## src/rtl/shift_issue.sv

```systemverilog
// Command queue feeding an external combinational shifter, with a one-entry result slot.
// Optional: define SHIFT_ISSUE_LOSS_EN to add out_loss (a set bit was shifted out).
module shift_issue #(
    parameter int DEPTH = 4
) (
    input  logic       clk,
    input  logic       rst_n,
    input  logic       in_valid,
    output logic       in_ready,
    input  logic [7:0] in_data,
    input  logic [2:0] in_sel,
    input  logic       in_dir,
    output logic [7:0] sh_x,
    output logic [2:0] sh_sel,
    output logic       sh_dir,
    input  logic [7:0] sh_y,
    output logic       out_valid,
    input  logic       out_ready,
    output logic [7:0] out_data,
    output logic [4:0] level
`ifdef SHIFT_ISSUE_LOSS_EN
    ,
    output logic       out_loss
`endif
);

    localparam int AW = (DEPTH > 1) ? $clog2(DEPTH) : 1;
    localparam int EW = 12;

    logic [EW-1:0] mem [DEPTH];
    logic [AW-1:0] wr_ptr_reg;
    logic [AW-1:0] rd_ptr_reg;
    logic [4:0]    level_reg;
    logic          out_valid_reg;
    logic [7:0]    out_data_reg;
    logic [EW-1:0] head;
    logic          not_empty;
    logic          head_live;
    logic          push;
    logic          pop;

    assign not_empty = (level_reg != 5'd0);
    assign head_live = rst_n && not_empty;
    assign in_ready  = rst_n && (level_reg < 5'(DEPTH));
    assign push      = in_valid && in_ready;
    // The result slot is free if empty or being drained on this same edge.
    assign pop       = head_live && (!out_valid_reg || out_ready);
    assign head      = mem[rd_ptr_reg];

    always_comb begin
        sh_x   = 8'd0;
        sh_sel = 3'd0;
        sh_dir = 1'b0;
        if (head_live) begin
            sh_x   = head[11:4];
            sh_sel = head[3:1];
            sh_dir = head[0];
        end
    end

    always_ff @(posedge clk) begin
        if (push) begin
            mem[wr_ptr_reg] <= {in_data, in_sel, in_dir};
        end
    end

    always_ff @(posedge clk) begin
        if (!rst_n) begin
            wr_ptr_reg    <= '0;
            rd_ptr_reg    <= '0;
            level_reg     <= 5'd0;
            out_valid_reg <= 1'b0;
            out_data_reg  <= 8'd0;
        end else begin
            if (push) begin
                wr_ptr_reg <= wr_ptr_reg + AW'(1);
            end
            if (pop) begin
                rd_ptr_reg <= rd_ptr_reg + AW'(1);
            end
            case ({push, pop})
                2'b10:   level_reg <= level_reg + 5'd1;
                2'b01:   level_reg <= level_reg - 5'd1;
                default: level_reg <= level_reg;
            endcase
            if (pop) begin
                out_valid_reg <= 1'b1;
                out_data_reg  <= sh_y;
            end else if (out_ready) begin
                out_valid_reg <= 1'b0;
            end
        end
    end

    assign out_valid = out_valid_reg;
    assign out_data  = out_data_reg;
    assign level     = level_reg;

`ifdef SHIFT_ISSUE_LOSS_EN
    logic [7:0] left_mask;
    logic [7:0] right_mask;
    logic       loss_next;
    logic       out_loss_reg;

    // Left shift by sel drops bits [7:8-sel]; right shift drops bits [sel-1:0].
    for (genvar gi = 0; gi < 8; gi++) begin : g_loss_mask
        assign left_mask[gi]  = ({1'b0, sh_sel} + 4'(gi)) >= 4'd8;
        assign right_mask[gi] = 3'(gi) < sh_sel;
    end

    assign loss_next = |(sh_x & (sh_dir ? left_mask : right_mask));

    always_ff @(posedge clk) begin
        if (!rst_n) begin
            out_loss_reg <= 1'b0;
        end else if (pop) begin
            out_loss_reg <= loss_next;
        end
    end

    assign out_loss = out_loss_reg;
`endif

endmodule
```

## config.mk

```make
export PLATFORM = sky130hd
export DESIGN_NAME = shift_issue
export DESIGN_NICKNAME = d
export VERILOG_FILES = /design/src/rtl/shift_issue.sv
export SDC_FILE = /design/constraint.sdc
export NUM_CORES = 1
export LEC_CHECK = 0
export BUFFER_PORTS_ARGS = -buffer_cell sky130_fd_sc_hd__buf_4
export CAP_MARGIN = 25
export CORE_MARGIN = 5
export CORE_UTILIZATION = 50
export CTS_CLUSTER_DIAMETER = 120
export CTS_CLUSTER_SIZE = 20
export DETAILED_ROUTE_END_ITERATION = 8
export PLACE_DENSITY = 0.75
export SYNTH_ARGS = -nofsm -noshare
export SYNTH_HDL_FRONTEND = slang
export SYNTH_SLANG_ARGS = --single-unit
```

## constraint.sdc

```tcl
create_clock -name clk -period 2.4 [get_ports clk]
set_input_delay 0.48 -clock clk [delete_from_list [all_inputs] [get_ports clk]]
set_output_delay 0.48 -clock clk [all_outputs]
set_load 0.005 [all_outputs]
```

==> metrics.cfg <==
[setup_path]
crit_path_end_kind=flip-flop
cp.arrival_ns=2.53
rrSetupSlack_ns=0.14
r2r_end=level[4]
endpoint=level[4]
reg2reg_depth=10
critPathMaxFanout=4
timing.rr.start=level[3]
cp.required_ns=2.67
critical_path.startpoint=level[3]
critPathLaunchType=flip-flop
critPathKind=reg -> reg

[layout]
final_common_cell=buf_4
syn2layout_area_growth_pct=24.1
final_cell_mix=65 x buf_4, 48 x edfxtp_1, 19 x dfxtp_1
drive_above_1_share_pct=38.5
antenna_cells=0
layout.nets=289
largest_reg_flops=48

[power_and_ir_drop]
peakVddDrop_v=0.000846
totalPowerFinal_uw=4310
p_leak_uw=0.00146
power-per-cell-area_nw_per_um2=1200

[placement]
detailedPlace.worstSlack_ns=0.142
io_buffers=50
hpwl_um=3650
place_congestion=0.878

[floorplanning]
die_h_um=86.2
ioPinCount=51
dieArea_um2=7430
rows=27
core_area_um2=5570
start_util_pct=52.1
die_w_um=86.2

[timing]
fin_ws_ns=0.141
fin_crit_ns=2.26
period_share_pct=94.1
fmax_ghz=0.443
setup_viol=0
drv_slew=0
finClkSkew_ns=0.00911
hold_viol_final=0
maxSlewHeadroom_pct=49.5
tightest_slew_ns=0.757

[drt]
drt_iter0_markers=58
drc=0
wl_um=5440
dr.pass1.iters=4
vias=1729
vias_per_cell=5.18
wire_per_inst_um=16.3
ant_nets=0

[logic_synthesis]
yosys_register_bits=68
ys_types=38
synth-seq-area-share_pct=63.5
syn_avg_cell_area_um2=15.1
syn-num-nets=224
ys_warn_count=0
syn_area_um2=2900
netlist_instances=192

[grt]
grt_pass1_wl_um=8740
grt_pass1_vias=1799
antenna_found_initial=0
grt_max_degree=19
grtUsageTotal_pct=15.9
grt_overflow_total=0

[run_status]
status=finished, final reports clean

[clock_tree]
numCtsBuffers=9
cts_hold_buf=0
cts_tree=built
h-tree-depth=3
cts_root_buf=clkbuf_8
cts.sinks=68
clock_path_buffers=2
clock_latency_ns=0.34
clk_pin_slew_ns=0.07

[job]
drv_cap=0

[hold_path]
hold_path.class=in -> reg

==> metal layers <==
layer / global-route usage, % / up-vias / wire length (µm)
met5: 0 / - / 0
met4: 9.35 / 0 / 101
met3: 3.33 / 8 / 191
met2: 24.4 / 40 / 2720
met1: 20.8 / 835 / 2420
li1: - / 846 / -
==> worst min path at each step <==
stage / startpoint / slack, ns / endpoint / cells after the start
after floorplan: out_data[0] / 0.48 / out_data[0] / 2
after global placement: out_data[7] / 0.47 / out_data[7] / 2
after detailed placement: out_data[6] / 0.48 / out_data[6] / 2
after CTS: in_data[5] / 0.32 / mem[2][9] / 1
after global routing: in_data[0] / 0.32 / mem[3][4] / 1
final: in_data[4] / 0.35 / mem[3][8] / 1
==> final cells by class <==
type,count,area [µm²]
inverters,6,22.5
fillers,450,1970
clock buffers,10,128
clock inverters,6,55.1
repair buffers,66,499
multi-input cells,106,963
flip-flops and latches,68,1840
well taps,72,90.1
==> per-stage QoR <==
| stage | instance area [µm²] | instances | hold WS [ns] | setup TNS [ns] | utilization [%] |
|---|---|---|---|---|---|
| global route | 3600 | 334 | 0.319 | -0.0758 | 64.6 |
| floorplan | 2900 | 192 | 0.485 | -0.0364 | - |
| CTS | 3570 | 332 | 0.323 | 0 | 64.0 |
| finish | 3600 | 334 | 0.345 | 0 | 64.6 |
| global placement | 3390 | 316 | 0.474 | 0 | 60.7 |
| detailed placement | 3390 | 316 | 0.485 | 0 | 60.7 |
==> cell families (layout without fill, tap and decap cells) <==
kind of cell	after synthesis	after routing	share of synthesized area, %
buffers and inverters	18	88	3.75
and+or+nand+nor	53	53	10.1
muxes	23	23	13.4
AOI/OAI and AO/OA	17	17	4.36
xor gates and xnor gates	5	5	1.51
DFF	68	68	63.5
adders and majority gates	8	8	3.45
==> synthesized netlist by cell type, drive strengths merged <==
library cell,number,area share [%]
a21oi,6,1.3
xnor2,3,0.91
nand2b,1,0.22
or3,1,0.22
and3,15,3.2
mux4,12,9.6
nor3b,1,0.26
o31ai,2,0.52
xor2,2,0.60
o32ai,1,0.30
dfxtp,20,14
a21bo,1,0.34
nor2b,1,0.22
nand3b,1,0.26
clkbuf,3,0.39
o21ai,3,0.52
nand2,6,0.78
a2111oi,1,0.52
inv,6,0.78
and2,5,1.1
a311o,1,0.34
a31oi,1,0.22
nor2,17,2.2
ha,8,3.4
a21o,1,0.30
buf,9,2.6
and3b,1,0.30
edfxtp,48,50
and2b,2,0.60
nor3,2,0.73
mux2i,11,3.8
==> critical path: stages (launching register included) <==
cell	delay, ns
dfxtp_2	0.35
nor3_4	0.23
and3_4	0.22
inv_1	0.05
ha_1	0.24
xor2_1	0.16
ha_1	0.23
o21ai_0	0.20
a21oi_1	0.08
o32ai_2	0.23
mux2i_1	0.20
==> where the power goes <==
group	total, µW	internal [µW]	switching [µW]
clock	869	469	400
combinational	1820	955	865
sequential	1630	1510	112
==> repair_timing <==
| action | 4_1_cts | 5_1_grt |
|---|---|---|
| setup endpoints to repair | 0 | 3 |
| buffers inserted | 0 | 2 |
| resized for setup | 0 | 4 |
No activity file was read; power rests on OpenSTA's default activity.
